### config.mk
export PLATFORM = sky130hd
export DESIGN_NAME = hazard_unit
export DESIGN_NICKNAME = d
export VERILOG_FILES = /design/src/rtl/hazard_unit.sv
export SDC_FILE = /design/constraint.sdc
export NUM_CORES = 1
export LEC_CHECK = 0
export CORE_MARGIN = 4
export CORE_UTILIZATION = 45
export DETAILED_ROUTE_END_ITERATION = 16
export GPL_ROUTABILITY_DRIVEN = 0
export PLACE_DENSITY = 0.79
export SLEW_MARGIN = 20
export SYNTH_ARGS = -nofsm -noshare
export SYNTH_HDL_FRONTEND = slang
export SYNTH_SLANG_ARGS = --single-unit
### constraint.sdc
create_clock -name clk -period 2.5 [get_ports clk]
set_clock_uncertainty 0.15 [all_clocks]
set_input_delay 0.75 -clock clk [delete_from_list [all_inputs] [get_ports clk]]
set_output_delay 0.75 -clock clk [all_outputs]
set_load 0.02 [all_outputs]
### src/rtl/hazard_unit.sv
// -----------------------------------------------------------------------------
// hazard_unit
//
// Hazard detection and forwarding control for a classic five-stage in-order
// pipeline (IF, ID, EX, MEM, WB). The unit keeps its own shadow copy of the
// register-index fields that travel down the datapath. Forward selects,
// stalls and flushes are derived from that shadow pipeline and from the
// instruction currently in Decode.
//
// Parameters
//   RegAddrWidth  width of a register index (default 5, i.e. 32 registers)
//
// Ports
//   clk           single clock, all state on the rising edge
//   rst_n         asynchronous active-low reset
//   rs1_d, rs2_d  source register indices of the Decode instruction
//   rd_d          destination register index of the Decode instruction
//   reg_write_d   Decode instruction writes the register file
//   result_src_d  Decode result source: 00 ALU, 01 load, 10 PC+4, 11 as ALU
//   pc_src_e      taken branch/jump resolved in Execute this cycle
//   forward_a_e   SrcA mux select: 00 regfile, 01 WB result, 10 MEM ALU result
//   forward_b_e   SrcB mux select, same encoding
//   stall_f       hold the PC
//   stall_d       hold the IF/ID register
//   flush_d       clear the IF/ID register
//   flush_e       clear the ID/EX register
//   stall_cnt     saturating count of load-use stall cycles
// -----------------------------------------------------------------------------
module hazard_unit #(
  parameter int unsigned RegAddrWidth = 5
) (
  input  logic                    clk,
  input  logic                    rst_n,
  input  logic [RegAddrWidth-1:0] rs1_d,
  input  logic [RegAddrWidth-1:0] rs2_d,
  input  logic [RegAddrWidth-1:0] rd_d,
  input  logic                    reg_write_d,
  input  logic [1:0]              result_src_d,
  input  logic                    pc_src_e,
  output logic [1:0]              forward_a_e,
  output logic [1:0]              forward_b_e,
  output logic                    stall_f,
  output logic                    stall_d,
  output logic                    flush_d,
  output logic                    flush_e,
  output logic [15:0]             stall_cnt
);

  typedef logic [RegAddrWidth-1:0] reg_idx_t;

  localparam reg_idx_t   RegZero    = '0;
  localparam logic [1:0] ResultLoad = 2'b01;
  localparam logic [1:0] FwdReg     = 2'b00;
  localparam logic [1:0] FwdWb      = 2'b01;
  localparam logic [1:0] FwdMem     = 2'b10;
  localparam logic [15:0] CntMax    = 16'hFFFF;

  // ---------------------------------------------------------------------------
  // Shadow pipeline state
  // ---------------------------------------------------------------------------
  // ID/EX
  reg_idx_t rs1_e_q, rs2_e_q, rd_e_q;
  logic     reg_write_e_q, load_e_q;
  // EX/MEM
  reg_idx_t rd_m_q;
  logic     reg_write_m_q;
  // MEM/WB
  reg_idx_t rd_w_q;
  logic     reg_write_w_q;
  // Stall statistics
  logic [15:0] stall_cnt_q;

  // Next-state for ID/EX
  reg_idx_t rs1_e_d, rs2_e_d, rd_e_d;
  logic     reg_write_e_d, load_e_d;
  logic [15:0] stall_cnt_d;

  logic lw_stall;

  // ---------------------------------------------------------------------------
  // Forwarding
  // ---------------------------------------------------------------------------
  // Memory stage wins over Writeback because it holds the younger result.
  // Index 0 is hard-wired to zero and must never be forwarded.
  function automatic logic [1:0] fwd_sel(
    input reg_idx_t rs,
    input reg_idx_t rd_m,
    input logic     wr_m,
    input reg_idx_t rd_w,
    input logic     wr_w
  );
    logic [1:0] sel;
    sel = FwdReg;
    if (rs != RegZero) begin
      if (wr_m && (rd_m == rs)) begin
        sel = FwdMem;
      end else if (wr_w && (rd_w == rs)) begin
        sel = FwdWb;
      end
    end
    return sel;
  endfunction

  // Driven purely from registered state: no path from the Decode inputs.
  always_comb begin
    forward_a_e = fwd_sel(rs1_e_q, rd_m_q, reg_write_m_q, rd_w_q, reg_write_w_q);
    forward_b_e = fwd_sel(rs2_e_q, rd_m_q, reg_write_m_q, rd_w_q, reg_write_w_q);
  end

  // ---------------------------------------------------------------------------
  // Load-use stall and flush control
  // ---------------------------------------------------------------------------
  // The shadow ID/EX registers are cleared asynchronously by reset, so
  // lw_stall drops the moment rst_n falls.
  always_comb begin
    lw_stall = load_e_q && (rd_e_q != RegZero) &&
               ((rd_e_q == rs1_d) || (rd_e_q == rs2_d));
  end

  always_comb begin
    stall_f = lw_stall;
    stall_d = lw_stall;
    flush_d = pc_src_e;
    // A stall injects a bubble into EX; a redirect kills the EX instruction.
    flush_e = lw_stall | pc_src_e;
  end

  // ---------------------------------------------------------------------------
  // Next-state logic
  // ---------------------------------------------------------------------------
  always_comb begin
    rs1_e_d       = rs1_d;
    rs2_e_d       = rs2_d;
    rd_e_d        = rd_d;
    reg_write_e_d = reg_write_d;
    load_e_d      = (result_src_d == ResultLoad);
    if (flush_e) begin
      rs1_e_d       = RegZero;
      rs2_e_d       = RegZero;
      rd_e_d        = RegZero;
      reg_write_e_d = 1'b0;
      load_e_d      = 1'b0;
    end
  end

  always_comb begin
    stall_cnt_d = stall_cnt_q;
    if (lw_stall && (stall_cnt_q != CntMax)) begin
      stall_cnt_d = stall_cnt_q + 16'd1;
    end
  end

  // ---------------------------------------------------------------------------
  // State
  // ---------------------------------------------------------------------------
  // EX/MEM and MEM/WB are never stalled or flushed: a bubble simply flows
  // down from ID/EX.
  always_ff @(posedge clk or negedge rst_n) begin
    if (!rst_n) begin
      rs1_e_q       <= RegZero;
      rs2_e_q       <= RegZero;
      rd_e_q        <= RegZero;
      reg_write_e_q <= 1'b0;
      load_e_q      <= 1'b0;
      rd_m_q        <= RegZero;
      reg_write_m_q <= 1'b0;
      rd_w_q        <= RegZero;
      reg_write_w_q <= 1'b0;
      stall_cnt_q   <= 16'd0;
    end else begin
      rs1_e_q       <= rs1_e_d;
      rs2_e_q       <= rs2_e_d;
      rd_e_q        <= rd_e_d;
      reg_write_e_q <= reg_write_e_d;
      load_e_q      <= load_e_d;
      rd_m_q        <= rd_e_q;
      reg_write_m_q <= reg_write_e_q;
      rd_w_q        <= rd_m_q;
      reg_write_w_q <= reg_write_m_q;
      stall_cnt_q   <= stall_cnt_d;
    end
  end

  assign stall_cnt = stall_cnt_q;

  // ---------------------------------------------------------------------------
  // Invariants
  // ---------------------------------------------------------------------------
  a_fwd_a_legal : assert property (@(posedge clk) disable iff (!rst_n)
                                   forward_a_e != 2'b11);
  a_fwd_b_legal : assert property (@(posedge clk) disable iff (!rst_n)
                                   forward_b_e != 2'b11);
  a_stall_bubble : assert property (@(posedge clk) disable iff (!rst_n)
                                    lw_stall |-> flush_e);

endmodule

==> metrics.md <==
| Metric | Value |
|---|---|
| Max-slew violation count | 0 |
| Clk Latency, worst-skew pair | 290 ps |
| GR Util All Layers | 16.78% |
| Inst Count DP | 294 |
| Req. time, crit path | 1600 ps |
| Overall routed net length | 4566 µm |
| Die Wd | 76.39 µm |
| Final hold vios | 0 |
| Drt first pass iters | 4 |
| Non-Filler Instances | 307 |
| Die height | 76.39 µm |
| CP Max Fanout | 3 |
| Setup violators final | 7 |
| Via count of the first global-routing pass | 1631 |
| Starting Density | 47.35% |
| Die area | 5835 µm² |
| FP Rows | 24 |
| DP Area | 2793 µm² |
| PD cells | 538.3 nW/µm² |
| Failing checks | negative setup slack |
| Nets | 276 |
| Largest net degree at the start of global routing | 46 |
| Hold-fix buffers at CTS | 0 |
| Worst path most repeated cell | inv_2 |
| Slowest Stage Delay on Critical Path | 560 ps |
| Run status | finished, violations left |
| Deepest clock path buffer count | 2 |
| Worst Setup End Kind | output port |
| Detailed-route via count | 1587 |
| P&R area growth vs syn | 40.61% |
| Critical Path, Cell by Cell | or4_4 > o21ai_4 > inv_2 > a21oi_4 > inv_2 > buf_6 |
| Inserted Diodes | 0 |
| Slew @ Worst Pin | 544.9 ps |
| Share of cells above drive strength 1 | 29.02% |
| Top-area cell type share of the netlist area | 53.51% |
| Peak supply drop | 0.0004458 V |
| Post-synth top cells | dfrtp_1, xnor2_1, and2_1 |
| Reg-to-reg slack, setup | 270 ps |
| Synth cell types | 32 |
| Min Tclk post-route | 2720 ps |
| CTS H-Tree Depth | 2 |
| Most used flip-flop cell after synthesis | dfrtp_1 |
| Cell area after synthesis | 2105 µm² |
| Antenna Nets Post-Route | 0 |
| Period utilization | 108.8% |
| Yosys warning total | 0 |
| Placed wire-length estimate | 3354 µm |
| Critical path's slowest cell | or4_4 |
| Net Count, Synth | 204 |
| Worst setup SP type | register |
| Ranking of synthesized cells by area | dfrtp_1, xnor2_1, and2_1 |
| Leading area contributor after synthesis | dfrtp_1 |
| # IOs | 45 |
| Setup TNS | -839.4 ps |
| Clock Root Buffer | clkbuf_8 |
| Leak Pwr | 1.353 nW |
| Crit path DAT | 1820 ps |
| Yosys reg bits | 45 |
| Per-cell routed wire length | 14.87 µm |
| Core area | 4444 µm² |
| RSZ-0062 raised after global routing | yes |
| Slew margin rel. | 63.68% |
| Initial drt markers | 87 |
| Drt drc | 0 |
| Clock transition at path regs | 80 ps |
| CTS tree | built |
| Sequential area share after synthesis | 53.51% |
| Final core utilization | 66.58% |
| CTS buffer count | 5 |
| Post-route cell area | 2959 µm² |
| Final worst setup slack | -219.7 ps |
| Ys async rst share | 100.0% |
| Initial antenna violation count | 0 |
| Synthesized area per cell | 11.56 µm² |
| Max Cap Viol | 0 |
| Critical path type | reg -> out |
| Post-synth EDFFs | 0 |
| Total power | 1.593 mW |
| Fmax | 367.7 MHz |
| Aggregate global routing overflow | 0 |
| Worst min path class | reg -> reg |
| Port Buffers | 44 |
| First-pass GRT wire length | 7748 µm |
| Clock sinks | 45 |
| Cell with the most instances after synthesis | dfrtp_1 |
| Routed vias/inst | 5.169 |
| Synth Instances | 182 |
-- per-layer routing --
metal  vias to the layer above  routed length, µm  global-route usage [%]
met5                         -                  0                       0
met3                         9                169                   4.137
met2                        39               2464                   29.09
met1                       779               1839                   20.09
li1                        760                  -                       -
met4                         0                 93                   6.341
-- layout make-up --
type,instances,area [µm²]
Sequential cell,45,1126
Clock buffer,7,86.33
Tap cell,52,65.06
Inverter,3,11.26
Fill cell,342,1485
Timing Repair Buffer,71,598.1
Multi-Input combinational cell,128,1042
Clock inverter,1,30.03
-- what timing repair did --
item	CTS	global route
gates resized for setup	69	14
pin swaps	20	17
setup buffers	3	2
endpoints found under the setup margin	8	8
-- cells by family after synthesis --
kind of cell	count (synthesis)	synth area share [%]
and+or+nand+nor	75	20.87
DFF	45	53.51
xor gates and xnor gates	44	18.31
buffers and inverters	9	2.437
AOI/OAI and AO/OA	7	3.746
muxes	1	0.5350
adders and majority gates	1	0.5944
-- critical path: cells and delay by family, from the launching register on --
kind	cells	cell delay [ps]
AO/OA/AOI/OAI	2	330
buffers and inverters	3	270
AND/OR/NAND/NOR	1	560
flip-flops	1	380
-- path summary, 6_finish.rpt --
kind,from,endpoint,cells past startpoint
worst max-delay path,rd_e_q[1],flush_e,6
worst min-delay path,reg_write_e_q,reg_write_m_q,0
worst max register to register,rd_e_q[1],stall_cnt[1],7
worst min register to register,reg_write_e_q,reg_write_m_q,0
max in group asynchronous,rst_n,rs2_e_q[4],2
min in group asynchronous,rst_n,rd_e_q[2],2
-- placed cells by master, fill, tap and decap left out, types with 2 or more instances in the layout --
| master | n |
|---|---|
| and2_1 | 17 |
| and3_1 | 7 |
| and4_1 | 4 |
| buf_2 | 5 |
| buf_4 | 28 |
| buf_6 | 5 |
| clkbuf_2 | 4 |
| clkbuf_8 | 6 |
| clkdlybuf4s50_1 | 25 |
| dfrtp_1 | 45 |
| dlygate4sd2_1 | 3 |
| inv_2 | 2 |
| nand2_1 | 6 |
| nand3_1 | 10 |
| nand3_2 | 2 |
| nand4_1 | 10 |
| nor2_1 | 5 |
| nor3_1 | 3 |
| nor3_2 | 2 |
| nor4_1 | 2 |
| xnor2_1 | 25 |
| xnor2_2 | 8 |
| xor2_1 | 11 |
-- registers in the layout (all words and copies together), names as in the netlist --
name           count
load_e_q           1
rd_e_q             5
rd_m_q             5
rd_w_q             5
reg_write_e_q      1
reg_write_m_q      1
reg_write_w_q      1
rs1_e_q            5
rs2_e_q            5
stall_cnt         16
-- stage by stage --
stage / hold slack, ps / setup WS [ps]
after floorplan: 181.2 / -96.91
after global placement: 183.7 / -917.8
after detailed placement: 186.5 / -954.1
after CTS: 204.6 / -222.2
after global routing: 226.3 / -282.6
final: 203.8 / -219.7
-- power by group --
group          total (mW)  internal [mW]  switching (mW)
Sequential          0.796          0.760          0.0354
Combinational       0.246          0.132           0.113
Clock               0.551          0.326           0.226
Power figures use the tool's default switching activity.
